File: src/rtl/fetch_unit_if.sv
// Instruction-memory request/response bundle between fetch_unit (master) and imem (slave).
interface fetch_unit_if;
  localparam int unsigned AW = 16;
  localparam int unsigned DW = 16;

  logic          imem_req;
  logic [AW-1:0] imem_addr;
  logic          imem_gnt;
  logic          imem_rvalid;
  logic [DW-1:0] imem_rdata;

  modport master (
    output imem_req,
    output imem_addr,
    input  imem_gnt,
    input  imem_rvalid,
    input  imem_rdata
  );

  modport slave (
    input  imem_req,
    input  imem_addr,
    output imem_gnt,
    output imem_rvalid,
    output imem_rdata
  );
endinterface

File: src/rtl/fetch_unit.sv
// IF stage: owns fetch PC, one outstanding imem request, one-entry output buffer to IF/ID.
// Optional FETCH_PERF_CNT_EN adds perf_fetched / perf_bubbles counters.
module fetch_unit #(
  parameter logic [15:0] RESET_PC  = 16'h0000,
  parameter logic [15:0] NOP_INSTR = 16'hE000
) (
  input  logic          clk,
  input  logic          rst,
  input  logic          stall_if,
  input  logic          redirect_valid,
  input  logic [15:0]   redirect_pc,
  fetch_unit_if.master  imem,
  output logic [15:0]   if_pc,
  output logic [15:0]   if_instr,
  output logic          if_valid
`ifdef FETCH_PERF_CNT_EN
  ,
  output logic [15:0]   perf_fetched,
  output logic [15:0]   perf_bubbles
`endif
);

  localparam int unsigned PW = 16;

  typedef enum logic [1:0] {
    ST_REQ  = 2'd0,
    ST_WAIT = 2'd1,
    ST_DROP = 2'd2
  } state_e;

  state_e        state_q;
  logic [PW-1:0] fetch_pc_q;
  logic [PW-1:0] req_pc_q;
  logic          ob_valid_q;
  logic [PW-1:0] ob_pc_q;
  logic [15:0]   ob_instr_q;

  logic req_c;
  logic grant_c;
  logic load_c;

  // Only request when the buffer will be free by the time the response lands.
  always_comb begin
    req_c   = 1'b0;
    grant_c = 1'b0;
    load_c  = 1'b0;
    if (!rst && (state_q == ST_REQ) && !redirect_valid) begin
      req_c = !ob_valid_q || !stall_if;
    end
    grant_c = req_c && imem.imem_gnt;
    load_c  = (state_q == ST_WAIT) && imem.imem_rvalid && !redirect_valid;
  end

  assign imem.imem_req  = req_c;
  assign imem.imem_addr = fetch_pc_q;

  always_ff @(posedge clk or posedge rst) begin
    if (rst) begin
      state_q    <= ST_REQ;
      fetch_pc_q <= RESET_PC;
      req_pc_q   <= '0;
      ob_valid_q <= 1'b0;
      ob_pc_q    <= '0;
      ob_instr_q <= NOP_INSTR;
    end else begin
      case (state_q)
        ST_REQ: begin
          if (grant_c) begin
            req_pc_q   <= fetch_pc_q;
            fetch_pc_q <= fetch_pc_q + PW'(1);
            state_q    <= ST_WAIT;
          end
        end
        ST_WAIT: begin
          if (imem.imem_rvalid) begin
            state_q <= ST_REQ;
          end else if (redirect_valid) begin
            state_q <= ST_DROP;
          end
        end
        // A response consumed here leaves nothing outstanding, even under redirect.
        ST_DROP: begin
          if (imem.imem_rvalid) begin
            state_q <= ST_REQ;
          end
        end
        default: state_q <= ST_REQ;
      endcase

      if (load_c) begin
        ob_valid_q <= 1'b1;
        ob_pc_q    <= req_pc_q;
        ob_instr_q <= imem.imem_rdata;
      end else if (!stall_if) begin
        ob_valid_q <= 1'b0;
      end

      // Redirect overrides any PC advance and flushes the buffer.
      if (redirect_valid) begin
        fetch_pc_q <= redirect_pc;
        ob_valid_q <= 1'b0;
      end
    end
  end

  assign if_valid = ob_valid_q;
  assign if_pc    = ob_pc_q;
  assign if_instr = ob_valid_q ? ob_instr_q : NOP_INSTR;

`ifdef FETCH_PERF_CNT_EN
  logic [15:0] perf_fetched_q;
  logic [15:0] perf_bubbles_q;

  always_ff @(posedge clk or posedge rst) begin
    if (rst) begin
      perf_fetched_q <= '0;
      perf_bubbles_q <= '0;
    end else begin
      if (load_c) begin
        perf_fetched_q <= perf_fetched_q + 16'(1);
      end
      if (!stall_if && !ob_valid_q) begin
        perf_bubbles_q <= perf_bubbles_q + 16'(1);
      end
    end
  end

  assign perf_fetched = perf_fetched_q;
  assign perf_bubbles = perf_bubbles_q;
`endif

endmodule
File: src/flat_wrapper.sv
// flat-port wrapper written by rule: the top's interface ports become plain ports
module fetch_unit_flat 
#(
  parameter logic [15:0] RESET_PC  = 16'h0000,
  parameter logic [15:0] NOP_INSTR = 16'hE000
)
  (clk, rst, stall_if, redirect_valid, redirect_pc, if_pc, if_instr, if_valid, imem_imem_req, imem_imem_addr, imem_imem_gnt, imem_imem_rvalid, imem_imem_rdata);
  fetch_unit_if imem_i ();
  input  logic clk;
  input  logic rst;
  input  logic stall_if;
  input  logic redirect_valid;
  input  logic [15:0] redirect_pc;
  output logic [15:0] if_pc;
  output logic [15:0] if_instr;
  output logic if_valid;
  output wire logic [$bits(imem_i.imem_req)-1:0] imem_imem_req;
  output wire logic [$bits(imem_i.imem_addr)-1:0] imem_imem_addr;
  input wire logic [$bits(imem_i.imem_gnt)-1:0] imem_imem_gnt;
  input wire logic [$bits(imem_i.imem_rvalid)-1:0] imem_imem_rvalid;
  input wire logic [$bits(imem_i.imem_rdata)-1:0] imem_imem_rdata;
  assign imem_imem_req = imem_i.imem_req;
  assign imem_imem_addr = imem_i.imem_addr;
  assign imem_i.imem_gnt = imem_imem_gnt;
  assign imem_i.imem_rvalid = imem_imem_rvalid;
  assign imem_i.imem_rdata = imem_imem_rdata;
  fetch_unit #(.RESET_PC(RESET_PC), .NOP_INSTR(NOP_INSTR)) u_core (.clk(clk), .rst(rst), .stall_if(stall_if), .redirect_valid(redirect_valid), .redirect_pc(redirect_pc), .imem(imem_i), .if_pc(if_pc), .if_instr(if_instr), .if_valid(if_valid));
endmodule
File: config.mk
export PLATFORM = sky130hd
export DESIGN_NAME = fetch_unit_flat
export DESIGN_NICKNAME = d
export VERILOG_FILES = /design/src/rtl/fetch_unit_if.sv /design/src/rtl/fetch_unit.sv /design/src/flat_wrapper.sv
export SDC_FILE = /design/constraint.sdc
export NUM_CORES = 1
export LEC_CHECK = 0
export CAP_MARGIN = 40
export CORE_ASPECT_RATIO = 0.9
export CORE_UTILIZATION = 43
export CTS_CLUSTER_DIAMETER = 150
export DETAILED_ROUTE_END_ITERATION = 7
export HOLD_SLACK_MARGIN = 0.08
export PLACE_DENSITY_LB_ADDON = 0.08
export SLEW_MARGIN = 10
export SYNTH_ARGS = -nofsm -noshare
export SYNTH_HDL_FRONTEND = slang
export SYNTH_SLANG_ARGS = --single-unit
File: constraint.sdc
create_clock -name clk -period 2.2 [get_ports clk]
set_clock_uncertainty 0.1 [all_clocks]
set_input_delay 0.44 -clock clk [delete_from_list [all_inputs] [get_ports clk]]
set_output_delay 0.44 -clock clk [all_outputs]
set_load 0.02 [all_outputs]
==> run_summary.xml <==
<?xml version="1.0" encoding="UTF-8"?>
<metrics>
  <group name="synthesis">
    <metric name="post_synthesis_instance_area" unit="um2">3020</metric>
    <metric name="postSynthAreaPerCell" unit="um2">11.0</metric>
    <metric name="synth_area_leaders" unit="">dfrtp_1 (53%), mux2_2 (12%), nand2_1 (7.3%)</metric>
    <metric name="synth-async-reset-ratio" unit="%">100</metric>
    <metric name="number_of_flops_mapped_to_enable_cells_by_yosys" unit="">0</metric>
    <metric name="synth_largest_type_area_fraction" unit="%">53.0</metric>
    <metric name="synth_commonest_cells" unit="">dfrtp_1 (64), nand2_1 (59), mux2_2 (32)</metric>
    <metric name="yosys_warnings" unit="">0</metric>
    <metric name="yosys_most_used_dff" unit="">dfrtp_1</metric>
    <metric name="synth.yosys.seq_area_share" unit="%">55.6</metric>
    <metric name="yosys.cell_count.top_type" unit="">dfrtp_1</metric>
    <metric name="syn-num-nets" unit="">313</metric>
    <metric name="yosys.cell_types.count" unit="">44</metric>
    <metric name="syn-instance-count" unit="">274</metric>
    <metric name="synth_top_area_cell" unit="">dfrtp_1</metric>
    <metric name="ys_seq_elements" unit="">67</metric>
  </group>
  <group name="detailed_routing">
    <metric name="drt_wl_total" unit="mm">6.98</metric>
    <metric name="post_drt_via_cell_ratio" unit="">5.19</metric>
    <metric name="ant_nets" unit="">0</metric>
    <metric name="drt_first_pass_iters" unit="">4</metric>
    <metric name="dr_total_vias" unit="">2498</metric>
    <metric name="drt-initial-drc-count" unit="">146</metric>
    <metric name="remaining_drc_errors" unit="">0</metric>
    <metric name="routed_wirelength_normalized_by_instance_count" unit="um">14.5</metric>
  </group>
  <group name="final_layout">
    <metric name="area_growth" unit="%">46.1</metric>
    <metric name="fraction_of_final_layout_cells_with_drive_strength_greater_than_1" unit="%">22.8</metric>
    <metric name="finalCoreUtilization" unit="%">66.0</metric>
    <metric name="final.fill_count" unit="">558</metric>
    <metric name="number_of_inserted_diodes" unit="">0</metric>
    <metric name="fin_nets" unit="">425</metric>
  </group>
  <group name="timing">
    <metric name="slew_violations" unit="">0</metric>
    <metric name="worstMarginPinSlew" unit="ns">0.504</metric>
    <metric name="final.period_utilization" unit="%">95.6</metric>
    <metric name="fin_crit" unit="ns">2.10</metric>
    <metric name="fmax" unit="GHz">0.475</metric>
    <metric name="setup_viol" unit="">0</metric>
    <metric name="rsz0062_at_grt" unit="">false</metric>
    <metric name="hold_viol" unit="">0</metric>
    <metric name="timing.slew.headroom" unit="%">66.1</metric>
    <metric name="final.setup.tns" unit="ns">0</metric>
  </group>
  <group name="power">
    <metric name="cellPowerDensity" unit="nW/um2">843</metric>
    <metric name="finalPower" unit="mW">3.72</metric>
    <metric name="max-vdd-ir-drop" unit="uV">448</metric>
    <metric name="static-leakage-power" unit="nW">2.00</metric>
  </group>
  <group name="critical_path">
    <metric name="critPathMaxFanout" unit="">2</metric>
    <metric name="worstPathBufferInverterCount" unit="">2</metric>
    <metric name="cp-startpoint" unit="">redirect_valid</metric>
    <metric name="worst_ep_required_time" unit="ns">1.66</metric>
    <metric name="regToRegSetupSlack" unit="ns">0.21</metric>
    <metric name="crit_path_end_kind" unit="">output pin</metric>
    <metric name="slowest_stage" unit="">or4_4</metric>
    <metric name="cp-start-kind" unit="">input pin</metric>
    <metric name="timing_worst_setup_path_type" unit="">input pin to output pin</metric>
    <metric name="cp_data_arrival_time" unit="ns">1.56</metric>
    <metric name="worst_r2r_startpoint" unit="">u_core.state_q[1]</metric>
    <metric name="cp_slowest_stage_delay" unit="ns">0.44</metric>
    <metric name="cp_top_family" unit="">buffers and inverters</metric>
    <metric name="worstPathCellList" unit="">clkdlybuf4s50_1 &gt; or4_4 &gt; a21oi_2 &gt; buf_6</metric>
  </group>
  <group name="clocking">
    <metric name="cts_sinks" unit="">67</metric>
    <metric name="clock_tree_from_tritoncts" unit="">built</metric>
    <metric name="htree_num_levels" unit="">3</metric>
    <metric name="num_cts_buffers" unit="">9</metric>
    <metric name="clock_tree.buffer_depth" unit="">2</metric>
    <metric name="clk-insertion-delay-late" unit="ns">0.34</metric>
    <metric name="ctsRootBufferMaster" unit="">clkbuf_8</metric>
    <metric name="post_cts_clock_slew_at_the_launch_and_capture_registers_of_the_worst_setup_and_hold_paths" unit="ns">0.07</metric>
  </group>
  <group name="floorplan">
    <metric name="core_ar" unit="um2">6690</metric>
    <metric name="initial_utilization" unit="%">45.2</metric>
    <metric name="die_height" unit="um">81.5</metric>
    <metric name="dieWidth" unit="um">90.4</metric>
    <metric name="core.rowCount" unit="">28</metric>
    <metric name="boundaryPins" unit="">88</metric>
    <metric name="floorplan.die_area" unit="um2">7370</metric>
  </group>
  <group name="global_routing">
    <metric name="global_route_congestion_overflow_total" unit="">0</metric>
    <metric name="grt_start_max_net_pins" unit="">29</metric>
    <metric name="grt_use_total" unit="%">20.3</metric>
    <metric name="wire_length_of_the_first_global_routing_pass" unit="mm">11.5</metric>
    <metric name="first_global_vias" unit="">2292</metric>
    <metric name="initial_antenna_violation_count" unit="">0</metric>
  </group>
  <group name="min_path">
    <metric name="timing.hold.worst.class" unit="">input pin to asynchronous set/reset pin</metric>
  </group>
  <group name="outcome">
    <metric name="result_of_the_run" unit="">finished clean</metric>
  </group>
  <group name="placed_design">
    <metric name="buffer_ports.inserted" unit="">87</metric>
    <metric name="place_hpwl" unit="mm">5.04</metric>
    <metric name="gpl.final_weighted_congestion" unit="">0.792</metric>
  </group>
  <group name="run">
    <metric name="maxCapViolations" unit="">0</metric>
  </group>
</metrics>
flip-flops by register name, indices dropped and copies added (netlist names):
register / flops
u_core.if_valid: 1
u_core.state_q: 2
u_core.req_pc_q: 16
u_core.imem.imem_addr: 16
u_core.ob_instr_q: 16
u_core.if_pc: 16
metrics by stage:
step                      cell area [um2]  cells  setup WS [ns]  hold WS [ns]
after floorplan                      3030    274          0.166         0.340
final                                4420    481         0.0963         0.187
after global placement               4200    464         -0.515         0.357
after CTS                            4390    480        -0.0358         0.378
after global routing                 4420    481        0.00163         0.226
after detailed placement             4200    464         -0.519         0.361
what timing repair did:
item | in CTS | in global routing
endpoints found under the setup margin | 15 | 15
pin swaps | 0 | 2
setup buffers | 0 | 1
resized for setup | 21 | 7
hold buffers | 0 | 0
logic make-up (layout without fill, tap and decap cells):
kind of cell	Yosys count	count (layout)	share of synthesized area, %
and+or+nand+nor	116	116	19.0
DFF	67	67	55.6
AOI/OAI and AO/OA	36	36	9.35
muxes	33	33	12.3
buffers and inverters	20	137	3.15
adders and majority gates	1	1	0.414
xor gates and xnor gates	1	1	0.290
layer usage:
metal / up-vias / track usage (%) / share of wire (%)
li1: 1202 / - / -
met1: 1210 / 29.4 / 49
met2: 77 / 30.5 / 44
met3: 9 / 3.89 / 5.5
met4: 0 / 7.26 / 1.3
met5: - / 0 / 0
cell type report:
class / count / area [um2] / share of cell area [%]
multi-input cells: 187 / 1270 / 28.8
clock inverters: 5 / 52.6 / 1.19
flip-flops and latches: 67 / 1680 / 38.0
clock buffers: 11 / 141 / 3.20
inverters: 6 / 26.3 / 0.595
well taps: 90 / 113 / 2.55
repair buffers: 115 / 1130 / 25.6
worst paths after layout:
path / endpoint / depth (start not counted)
setup / recovery: imem_imem_req / 4
hold / removal: u_core.ob_instr_q[10] / 3
setup reg to reg: u_core.imem.imem_addr[8] / 5
hold reg to reg: u_core.req_pc_q[2] / 2
max in group asynchronous: u_core.ob_instr_q[15] / 4
min in group clk: u_core.req_pc_q[2] / 2
layout by cell type (no fill, tap or decap), types with 6 or more instances in the layout:
cell and n:
nand2_1 58, buf_4 23, nand3_1 7, nor4_1 6
dlygate4sd2_1 13, and2_1 14, nand4_1 6, mux2_2 32
clkbuf_8 10, a221o_1 7, o21ai_1 7, nor2_1 6
dfrtp_1 64, clkdlybuf4s50_1 68
worst register-to-register path, delay by kind of cell (launching register included):
family                 cells  cell delay [ns]
buffers and inverters      1             0.17
AO/OA/AOI/OAI              3             0.66
flip-flops                 1             0.39
AND/OR/NAND/NOR            1             0.54
report_power, final:
group          internal [mW]  switching [mW]
registers               1.54           0.173
clock network          0.549           0.472
logic                  0.553           0.439
total                   2.64            1.08
No activity file was read; power rests on OpenSTA's default activity.
